**src/rtl/alu_pipe_if.sv**
```systemverilog
// rtl/alu_pipe_if.sv - operand/result handshake bundle for alu_pipe
interface alu_pipe_if #(
  parameter int WIDTH = 32
);
  logic             in_valid;
  logic             in_ready;
  logic [3:0]       op_code;
  logic [WIDTH-1:0] data_a_in;
  logic [WIDTH-1:0] data_b_in;
  logic             carry_in;
  logic             out_valid;
  logic             out_ready;
  logic [WIDTH-1:0] result_out;
  logic             carry_out;
  logic             zero_out;
  logic             neg_out;
  logic             ovf_out;

  modport master (
    output in_valid, op_code, data_a_in, data_b_in, carry_in, out_ready,
    input  in_ready, out_valid, result_out, carry_out, zero_out, neg_out, ovf_out
  );

  modport slave (
    input  in_valid, op_code, data_a_in, data_b_in, carry_in, out_ready,
    output in_ready, out_valid, result_out, carry_out, zero_out, neg_out, ovf_out
  );
endinterface

```
**src/rtl/alu_pipe.sv**
```systemverilog
// rtl/alu_pipe.sv - handshaked ALU with shifts, iterative multiply and registered C/Z/N/V flags
module alu_pipe #(
  parameter int WIDTH = 32
) (
  input  logic     i_clk,
  input  logic     i_rst_n,
  alu_pipe_if.slave bus
);
  localparam int SHW = $clog2(WIDTH);

  localparam logic [3:0] OP_ADD  = 4'd0;
  localparam logic [3:0] OP_SUB  = 4'd1;
  localparam logic [3:0] OP_AND  = 4'd2;
  localparam logic [3:0] OP_OR   = 4'd3;
  localparam logic [3:0] OP_XOR  = 4'd4;
  localparam logic [3:0] OP_NOTA = 4'd5;
  localparam logic [3:0] OP_NOTB = 4'd6;
  localparam logic [3:0] OP_SHL  = 4'd7;
  localparam logic [3:0] OP_SHR  = 4'd8;
  localparam logic [3:0] OP_SRA  = 4'd9;
  localparam logic [3:0] OP_MUL  = 4'd10;

  typedef enum logic [1:0] {
    S_IDLE = 2'd0,
    S_BUSY = 2'd1,
    S_DONE = 2'd2
  } state_t;

  state_t             r_state;
  state_t             w_state_nxt;
  logic [SHW-1:0]     r_cnt;
  logic [2*WIDTH-1:0] r_mcand;
  logic [2*WIDTH-1:0] r_acc;
  logic [WIDTH-1:0]   r_mplier;
  logic [WIDTH-1:0]   r_result;
  logic               r_c;
  logic               r_z;
  logic               r_n;
  logic               r_v;

  logic               w_in_ready;
  logic               w_accept;
  logic               w_is_mul;
  logic               w_last;
  logic [WIDTH-1:0]   w_a;
  logic [WIDTH-1:0]   w_b;
  logic [SHW-1:0]     w_sh;
  logic [WIDTH:0]     w_add;
  logic [WIDTH:0]     w_sub;
  logic [WIDTH:0]     w_shl;
  logic [WIDTH:0]     w_shr;
  logic [WIDTH:0]     w_sra;
  logic [WIDTH-1:0]   w_res;
  logic               w_c;
  logic               w_v;
  logic [2*WIDTH-1:0] w_acc_nxt;

  assign w_in_ready = (r_state == S_IDLE) || ((r_state == S_DONE) && bus.out_ready);
  assign w_accept   = bus.in_valid && w_in_ready;
  assign w_is_mul   = (bus.op_code == OP_MUL);
  assign w_last     = (r_state == S_BUSY) && (r_cnt == SHW'(WIDTH - 1));

  always_ff @(posedge i_clk or negedge i_rst_n) begin
    if (!i_rst_n) begin
      r_state <= S_IDLE;
    end else begin
      r_state <= w_state_nxt;
    end
  end

  always_comb begin
    w_state_nxt = r_state;
    unique case (r_state)
      S_IDLE: begin
        if (w_accept) w_state_nxt = w_is_mul ? S_BUSY : S_DONE;
      end
      S_BUSY: begin
        if (w_last) w_state_nxt = S_DONE;
      end
      S_DONE: begin
        if (w_accept)           w_state_nxt = w_is_mul ? S_BUSY : S_DONE;
        else if (bus.out_ready) w_state_nxt = S_IDLE;
      end
      default: w_state_nxt = S_IDLE;
    endcase
  end

  // Shifts run one bit wider so the carry falls out as the extra bit; s=0 leaves it 0.
  assign w_a   = bus.data_a_in;
  assign w_b   = bus.data_b_in;
  assign w_sh  = w_b[SHW-1:0];
  assign w_add = {1'b0, w_a} + {1'b0, w_b} + {{WIDTH{1'b0}}, bus.carry_in};
  assign w_sub = {1'b0, w_a} - {1'b0, w_b} - {{WIDTH{1'b0}}, bus.carry_in};
  assign w_shl = {1'b0, w_a} << w_sh;
  assign w_shr = {w_a, 1'b0} >> w_sh;
  assign w_sra = $signed({w_a, 1'b0}) >>> w_sh;

  always_comb begin
    w_res = w_a;
    w_c   = 1'b0;
    w_v   = 1'b0;
    case (bus.op_code)
      OP_ADD: begin
        w_res = w_add[WIDTH-1:0];
        w_c   = w_add[WIDTH];
        w_v   = (w_a[WIDTH-1] == w_b[WIDTH-1]) && (w_add[WIDTH-1] != w_a[WIDTH-1]);
      end
      OP_SUB: begin
        w_res = w_sub[WIDTH-1:0];
        w_c   = w_sub[WIDTH];
        w_v   = (w_a[WIDTH-1] != w_b[WIDTH-1]) && (w_sub[WIDTH-1] != w_a[WIDTH-1]);
      end
      OP_AND:  w_res = w_a & w_b;
      OP_OR:   w_res = w_a | w_b;
      OP_XOR:  w_res = w_a ^ w_b;
      OP_NOTA: w_res = ~w_a;
      OP_NOTB: w_res = ~w_b;
      OP_SHL: begin
        w_res = w_shl[WIDTH-1:0];
        w_c   = w_shl[WIDTH];
      end
      OP_SHR: begin
        w_res = w_shr[WIDTH:1];
        w_c   = w_shr[0];
      end
      OP_SRA: begin
        w_res = w_sra[WIDTH:1];
        w_c   = w_sra[0];
      end
      default: w_res = w_a;
    endcase
  end

  assign w_acc_nxt = r_acc + (r_mplier[0] ? r_mcand : '0);

  always_ff @(posedge i_clk or negedge i_rst_n) begin
    if (!i_rst_n) begin
      r_cnt    <= '0;
      r_mcand  <= '0;
      r_acc    <= '0;
      r_mplier <= '0;
      r_result <= '0;
      r_c      <= 1'b0;
      r_z      <= 1'b0;
      r_n      <= 1'b0;
      r_v      <= 1'b0;
    end else if (w_accept) begin
      if (w_is_mul) begin
        r_mcand  <= {{WIDTH{1'b0}}, w_a};
        r_mplier <= w_b;
        r_acc    <= '0;
        r_cnt    <= '0;
      end else begin
        r_result <= w_res;
        r_c      <= w_c;
        r_v      <= w_v;
        r_z      <= (w_res == '0);
        r_n      <= w_res[WIDTH-1];
      end
    end else if (r_state == S_BUSY) begin
      // One multiplier bit per cycle; the final partial sum is taken straight from w_acc_nxt.
      r_acc    <= w_acc_nxt;
      r_mcand  <= r_mcand << 1;
      r_mplier <= r_mplier >> 1;
      r_cnt    <= r_cnt + SHW'(1);
      if (w_last) begin
        r_result <= w_acc_nxt[WIDTH-1:0];
        r_c      <= |w_acc_nxt[2*WIDTH-1:WIDTH];
        r_v      <= |w_acc_nxt[2*WIDTH-1:WIDTH];
        r_z      <= (w_acc_nxt[WIDTH-1:0] == '0);
        r_n      <= w_acc_nxt[WIDTH-1];
      end
    end
  end

  assign bus.in_ready   = w_in_ready;
  assign bus.out_valid  = (r_state == S_DONE);
  assign bus.result_out = r_result;
  assign bus.carry_out  = r_c;
  assign bus.zero_out   = r_z;
  assign bus.neg_out    = r_n;
  assign bus.ovf_out    = r_v;
endmodule

```
**src/flat_wrapper.sv**
```systemverilog
// flat-port wrapper written by rule: the top's interface ports become plain ports
module alu_pipe_flat 
#(
  parameter int WIDTH = 32
)
  (i_clk, i_rst_n, bus_in_valid, bus_op_code, bus_data_a_in, bus_data_b_in, bus_carry_in, bus_out_ready, bus_in_ready, bus_out_valid, bus_result_out, bus_carry_out, bus_zero_out, bus_neg_out, bus_ovf_out);
  alu_pipe_if #(.WIDTH(WIDTH)) bus_i ();
  input  logic i_clk;
  input  logic i_rst_n;
  input wire logic [$bits(bus_i.in_valid)-1:0] bus_in_valid;
  input wire logic [$bits(bus_i.op_code)-1:0] bus_op_code;
  input wire logic [$bits(bus_i.data_a_in)-1:0] bus_data_a_in;
  input wire logic [$bits(bus_i.data_b_in)-1:0] bus_data_b_in;
  input wire logic [$bits(bus_i.carry_in)-1:0] bus_carry_in;
  input wire logic [$bits(bus_i.out_ready)-1:0] bus_out_ready;
  output wire logic [$bits(bus_i.in_ready)-1:0] bus_in_ready;
  output wire logic [$bits(bus_i.out_valid)-1:0] bus_out_valid;
  output wire logic [$bits(bus_i.result_out)-1:0] bus_result_out;
  output wire logic [$bits(bus_i.carry_out)-1:0] bus_carry_out;
  output wire logic [$bits(bus_i.zero_out)-1:0] bus_zero_out;
  output wire logic [$bits(bus_i.neg_out)-1:0] bus_neg_out;
  output wire logic [$bits(bus_i.ovf_out)-1:0] bus_ovf_out;
  assign bus_i.in_valid = bus_in_valid;
  assign bus_i.op_code = bus_op_code;
  assign bus_i.data_a_in = bus_data_a_in;
  assign bus_i.data_b_in = bus_data_b_in;
  assign bus_i.carry_in = bus_carry_in;
  assign bus_i.out_ready = bus_out_ready;
  assign bus_in_ready = bus_i.in_ready;
  assign bus_out_valid = bus_i.out_valid;
  assign bus_result_out = bus_i.result_out;
  assign bus_carry_out = bus_i.carry_out;
  assign bus_zero_out = bus_i.zero_out;
  assign bus_neg_out = bus_i.neg_out;
  assign bus_ovf_out = bus_i.ovf_out;
  alu_pipe #(.WIDTH(WIDTH)) u_core (.i_clk(i_clk), .i_rst_n(i_rst_n), .bus(bus_i));
endmodule
```
**config.mk**
```make
export PLATFORM = sky130hd
export DESIGN_NAME = alu_pipe_flat
export DESIGN_NICKNAME = d
export VERILOG_FILES = /design/src/rtl/alu_pipe_if.sv /design/src/rtl/alu_pipe.sv /design/src/flat_wrapper.sv
export SDC_FILE = /design/constraint.sdc
export NUM_CORES = 1
export LEC_CHECK = 0
export ABC_AREA = 0
export CORE_UTILIZATION = 38
export CTS_CLUSTER_SIZE = 14
export DETAILED_ROUTE_END_ITERATION = 10
export GPL_TIMING_DRIVEN = 0
export SLEW_MARGIN = 20
export SYNTH_ARGS = -nofsm -noshare
export SYNTH_HDL_FRONTEND = slang
export SYNTH_SLANG_ARGS = --single-unit
```
**constraint.sdc**
```tcl
create_clock -name i_clk -period 5.58 [get_ports i_clk]
set_clock_uncertainty 0.1 [all_clocks]
set_input_delay 1.116 -clock i_clk [delete_from_list [all_inputs] [get_ports i_clk]]
set_output_delay 1.116 -clock i_clk [all_outputs]
set_load 0.03 [all_outputs]
```
==> flow_metrics.tcl, run 1 <==
set metrics [dict create \
    cp-start-kind "primary input" \
    fillers 6729 \
    grt_pass1_vias 26525 \
    ys.flop_type "dfrtp_1" \
    nets 3684 \
    rows 93 \
    vias_per_cell 6.57 \
    path_clk_slew_ns 0.06 \
    outcome "complete, but fails checks" \
    coreArea_um2 64500 \
    grt_pass1_wl_um 186000 \
    gp_congestion 1.07 \
    vias 28215 \
    die_w_um 258 \
    crit_slowest_cell "a2111oi_0" \
    crit_chain "clkdlybuf4s50_1 > clkbuf_1 > buf_2 > nand4bb_1 > clkbuf_1 > o221ai_1 > a2111oi_0 > o21ai_0 > a211oi_1 > a32oi_1 > a211oi_1 > nand4_1 > nand2_1" \
    antenna_found_initial 11 \
    fin_crit_sh_pct 101 \
    insertion_delay_ns 0.61 \
    min_path_type "primary input to asynchronous set/reset pin" \
    detail-route-antenna-nets 0 \
    cts_sinks 202 \
    clockRootBuffer "clkbuf_16" \
    ys_seq_elements 202 \
    syn2layout_area_growth_pct 15.1 \
    io-pin-count 111 \
    drt_pass1_iterations 6 \
    htree_levels 1 \
    grt_max_degree 91 \
    die_h_um 258 \
    worstMarginPinSlew_ns 1.18 \
    max_slew_margin_pct 20.6 \
    violations "setup timing" \
    cellPowerDensity_nw_per_um2 339 \
    cap_violations 0 \
    fin_cells 4292 \
    drt-total-wl_um 130000 \
    setup_slack_ns -0.0286 \
    synth_cell_types 91 \
    hold_viol_final 0 \
    syn_inst 3268 \
    hold_buffers 0 \
    placed_cells 4238 \
    cp_data_arrival_time_ns 6.05 \
    start_util_pct 38.5 \
    slowest_delay_ns 0.79 \
    drtIter0Drc 3625 \
    critical_path_peak_fanout 10 \
    grt_overflow 0 \
    finalSetupViolations 3 \
    wl_per_cell_um 30.4 \
    fmax_mhz 178 \
    drive_gt1_share_pct 9.23 \
    die_area_um2 66300 \
    io_buffers 110 \
    yosys_warnings 0 \
    cts_tree "built" \
    rsz0062_at_grt "true" \
    drc 0 \
    end_kind "register" \
    fin_hold_ws_ns 0.306 \
    min_period_ns 5.61 \
    cts-buffers-inserted 27 \
    netlist_area_um2 24800 \
    vdd_drop_max_mv 0.243 \
    maxSlewViolCount 0 \
    cp.required_ns 6.02 \
    grt.total_usage_pct 38.1 \
    clk_path_buf_depth 3 \
    path_class "primary input to register" \
    avgSynthCellArea_um2 7.59 \
    synth-async-reset-ratio_pct 100 \
    leakage_nw 12.0 \
    synth.net_count 3538 \
    hpwl_um 103000 \
    seq_area_frac_synth_pct 20.4 \
    synth_edf_count 0 \
]
where the power goes:
part,switching (mW),leakage (nW),internal [mW],total (mW)
clock,0.780,0.420,1.00,1.78
sequential,0.458,2.58,2.09,2.55
combinational,3.52,9.05,1.84,5.35
cells in the mapped netlist, types with 38 or more instances:
library cell	count	area [um^2]
clkbuf_1	197	739
a22oi_1	88	661
nand3_1	64	320
o22ai_1	70	438
dfrtp_1	202	5050
and2_1	77	482
mux2i_1	75	751
o21ai_0	210	1050
inv_1	130	488
a31oi_1	38	238
a211oi_1	41	308
ha_1	192	2400
xnor2_1	50	438
a21o_1	51	383
nand2_1	521	1960
nor3_1	72	360
a21oi_1	198	991
nor2_1	224	841
mux4_2	61	1370
nand2b_1	44	275
nand4_1	45	282
layout make-up:
| type | instances | area, um^2 | area share [%] |
|---|---|---|---|
| clock inverters | 15 | 133 | 0.464 |
| flip-flops and latches | 202 | 5050 | 17.7 |
| clock buffers | 34 | 752 | 2.63 |
| inverters | 134 | 532 | 1.86 |
| plain buffers | 255 | 1230 | 4.30 |
| multi-input cells | 2672 | 18600 | 65.0 |
| repair buffers | 122 | 1230 | 4.30 |
| diodes | 3 | 7.51 | 0.0263 |
| well taps | 855 | 1070 | 3.75 |
critical path, delay by kind of cell:
kind / cells / cell delay, ns
compound gates: 6 / 2.33
buf+inv: 4 / 1.92
simple gates: 3 / 0.67
sequential cells by signal, summed over array words and instances, names as in the netlist:
signal	flops
u_core.bus.carry_out	1
u_core.r_mcand	64
u_core.bus.ovf_out	1
u_core.r_mplier	32
u_core.bus.result_out	31
u_core.bus.zero_out	1
u_core.r_state	2
u_core.r_acc	64
u_core.bus.neg_out	1
u_core.r_cnt	5
layout by cell type, fill, tap and decap left out, types with 70 or more instances in the layout:
cell type,count
clkbuf_1,164
inv_1,127
clkdlybuf4s50_1,97
nor3_1,70
a21oi_1,195
dfrtp_1,202
a22oi_1,87
nor2_1,223
and2_1,77
nand2_1,521
mux2i_1,75
ha_1,187
o21ai_0,203
cell families after synthesis:
group | after synthesis | synth area share [%]
XOR/XNOR | 82 | 2.90
flip-flops | 202 | 20.4
multiplexers | 169 | 10.1
AO/OA/AOI/OAI | 1012 | 27.3
adder cells (fa/ha/maj) | 197 | 10.1
AND/OR/NAND/NOR | 1212 | 23.0
buffers and inverters | 394 | 6.28
layer usage:
metal  part of all wire, %  wire, um  GRT usage, %  vias up
met5                 0.073        95             0        -
met4                   7.1      9250          22.2       14
met3                    11     14400          8.58      484
met2                    42     55000          56.8     1804
met1                    40     51700          50.2    13572
li1                      -         -             -    12341
path summary, 6_finish.rpt:
path                                                        from                                    end  cells past startpoint  slack [ns]
min in group i_clk         u_core.bus.result_out[22]$_DFFE_PN0P_  u_core.bus.result_out[22]$_DFFE_PN0P_                      2        0.37
max in group asynchronous                                i_rst_n         u_core.r_mcand[51]$_DFFE_PN0P_                      3        3.84
max                                               bus_op_code[2]        u_core.bus.zero_out$_DFFE_PN0P_                     13       -0.03
min reg2reg                u_core.bus.result_out[22]$_DFFE_PN0P_  u_core.bus.result_out[22]$_DFFE_PN0P_                      2        0.37
max reg2reg                       u_core.r_mplier[0]$_DFFE_PN0P_       u_core.bus.carry_out$_DFFE_PN0P_                     17        0.28
min                                                      i_rst_n  u_core.bus.result_out[25]$_DFFE_PN0P_                      1        0.31
per-stage QoR:
step	utilization (%)	setup WS [ns]	instance area (um^2)	total power, mW	setup TNS (ns)
4_1_cts	44.1	0.00241	28400	9.52	0
3_3_place_gp	41.9	-5.91	27000	7.65	-1241.83
3_5_place_dp	42.0	-2.72	27100	7.66	-55.93
5_1_grt	44.3	-0.0534	28600	10.2	-0.0758
6_report	44.3	-0.0286	28600	9.68	-0.0490
2_1_floorplan	-	0.0179	24800	5.78	0
repair_timing:
action,in CTS,in global routing
setup endpoints to repair,32,9
pin swaps,6,4
gates resized for setup,137,70
setup buffers,6,1
No activity file was read; power rests on OpenSTA's default activity.
==> inputs of run 2 (changes only) <==
- CORE_ASPECT_RATIO: unset -> 1.2
==> run 2 against run 1 <==
  * Sequential share of layout area rose by 0.12 points
  * Flip-flop and latch count unchanged
  * Count of clock-buffer cells in the layout down 1
  * Critical path type unchanged
  * Largest cell class unchanged
  * Global-route usage grew 2.5 points
  * Combinational power hardly changed
  * Die area hardly changed
  * Power fell by 1.0%
  * Critical path depth rose by 3
  * Worst setup slack got worse by 0.15 ns
  * The flow still finishes with violations (setup timing)
==> flow_metrics.tcl, run 2 (synthesized netlist as in run 1, its figures left out) <==
set metrics [dict create \
    power_frac_comb_pct 55.6 \
    grt_overflow 0 \
    outcome "complete, but fails checks" \
    largestRegisters "u_core.r_acc: 64 flops, u_core.r_mcand: 64 flops, u_core.r_mplier: 32 flops" \
    cts_tree "built" \
    hold_viol_final 0 \
    grt_max_degree 93 \
    fmax_mhz 174 \
    finalSetupViolations 3 \
    end_kind "register" \
    coreArea_um2 64600 \
    io_buffers 110 \
    cp.required_ns 5.99 \
    vdd_drop_max_mv 0.276 \
    vias_per_cell 6.62 \
    leakage_nw 12.0 \
    power_frac_clock_pct 17.4 \
    grt.total_usage_pct 40.6 \
    grt_pass1_vias 27666 \
    setup_slack_ns -0.182 \
    maxSlewViolCount 0 \
    crit_slowest_cell "or4_4" \
    fin_hold_ws_ns 0.330 \
    wl_per_cell_um 32.2 \
    grt_pass1_wl_um 195000 \
    die_area_um2 66300 \
    drtIter0Drc 3112 \
    die_h_um 282 \
    report.power.total_mw 9.59 \
    vias 28217 \
    drt-total-wl_um 138000 \
    cp-start-kind "primary input" \
    insertion_delay_ns 0.58 \
    cts_sinks 202 \
    drc 0 \
    final_cell_mix "521 x nand2_1, 223 x nor2_1, 201 x dfrtp_1" \
    start_util_pct 38.4 \
    worstMarginPinSlew_ns 1.39 \
    path_clk_slew_ns 0.06 \
    fin_crit_sh_pct 103 \
    final_common_cell "nand2_1" \
    gp_congestion 1.06 \
    fillers 6813 \
    nets 3680 \
    rows 102 \
    slowest_delay_ns 0.62 \
    min_period_ns 5.76 \
    syn2layout_area_growth_pct 14.4 \
    hold_buffers 0 \
    drive_gt1_share_pct 8.93 \
    htree_levels 1 \
    io-pin-count 111 \
    cp_data_arrival_time_ns 6.17 \
    p_int_mw 4.92 \
    clk_path_buf_depth 3 \
    max_slew_margin_pct 7.07 \
    die_w_um 235 \
    violations "setup timing" \
    clockRootBuffer "clkbuf_16" \
    crit_chain "dlygate4sd2_1 > clkbuf_8 > buf_6 > clkbuf_1 > buf_2 > buf_2 > buf_1 > a21oi_1 > o21ai_0 > nand2_1 > o22ai_1 > a32oi_1 > or4_4 > nor4_2 > nand4_1 > nand2_1" \
    cellPowerDensity_nw_per_um2 338 \
    p_seq_share_pct 27.0 \
    netSwitchingFraction_pct 48.7 \
    antenna_found_initial 6 \
    drt_pass1_iterations 8 \
    min_path_type "primary input to asynchronous set/reset pin" \
    detail-route-antenna-nets 0 \
    cap_violations 0 \
    r2r_slack_ns 0.18 \
    path_class "primary input to register" \
    hpwl_um 110000 \
    cts-buffers-inserted 25 \
    critical_path_peak_fanout 10 \
    rsz0062_at_grt "true" \
    switchingPower_mw 4.67 \
    tns_ns -0.360 \
]
[run 2: changes by cell type in the layout (fill, tap and decap cells not counted), sizes merged, moves of 3 or more]
cell	before	now
clkbuf	227	232
clkinvlp	9	4
buf	77	69
clkinv	9	6
diode	3	8
clkdlybuf4s50	97	91
dlygate4sd2	3	8
[run 2: final timing paths]
path	startpoint	to	cells after the start
worst min register to register	u_core.r_mplier[15]$_DFFE_PN0P_	u_core.r_mplier[15]$_DFFE_PN0P_	2
max in group asynchronous	i_rst_n	u_core.r_mcand[12]$_DFFE_PN0P_	2
worst max-delay path	bus_data_b_in[3]	u_core.bus.zero_out$_DFFE_PN0P_	16
worst max register to register	u_core.r_mplier[0]$_DFFE_PN0P_	u_core.bus.ovf_out$_DFFE_PN0P_	15
worst min-delay path	i_rst_n	u_core.r_mcand[33]$_DFFE_PN0P_	1
min in group i_clk	u_core.r_mplier[15]$_DFFE_PN0P_	u_core.r_mplier[15]$_DFFE_PN0P_	2
[run 2: area by class of cell]
class                   count  area, um^2  area share [%]
multi-input cells        2672       18500            65.1
flip-flops and latches    202        5060            17.8
plain buffers             256        1230            4.34
repair buffers            119        1210            4.25
well taps                 832        1040            3.67
clock buffers              33         686            2.42
inverters                 134         532            1.87
clock inverters             9         126           0.445
diodes                      8        20.0          0.0705
[run 2: critical path, delay by kind of cell]
kind / cells / cell delay [ns]
AO/OA/AOI/OAI: 4 / 1.21
AND/OR/NAND/NOR: 5 / 1.27
buffers and inverters: 7 / 2.56
[run 2: repair_timing]
| item | in CTS | in global routing |
|---|---|---|
| pin swaps | 4 | 5 |
| hold endpoints to repair | 0 | 0 |
| setup buffers | 4 | 0 |
| setup endpoints to repair | 39 | 10 |
| gates resized for setup | 138 | 55 |
[run 2: metal layers]
| metal | vias up | global-route usage [%] | wire [um] |
|---|---|---|---|
| li1 | 12322 | - | - |
| met4 | 4 | 35.4 | 14100 |
| met1 | 13593 | 44.0 | 48400 |
| met3 | 606 | 6.97 | 10600 |
| met5 | - | 0 | 25 |
| met2 | 1692 | 69.0 | 64400 |
[run 2: power by group through the flow]
stage / Clock (mW) / Combinational, mW / Sequential (mW)
floorplan: 0 / 3.18 / 2.60
global placement: 0 / 5.11 / 2.57
detailed placement: 0 / 5.14 / 2.58
CTS: 1.69 / 5.19 / 2.58
global route: 1.74 / 5.71 / 2.66
finish: 1.67 / 5.33 / 2.59
[run 2: per-stage QoR]
step | area, um^2 | setup WS, ns | std cells | utilization, %
after floorplan | 24800 | 0.0179 | 3268 | -
after global placement | 27000 | -5.68 | 4210 | 41.7
after detailed placement | 27100 | -2.77 | 4215 | 41.9
after CTS | 28200 | -0.0159 | 4257 | 43.7
after global routing | 28400 | -0.0979 | 4257 | 43.9
final | 28400 | -0.182 | 4265 | 43.9
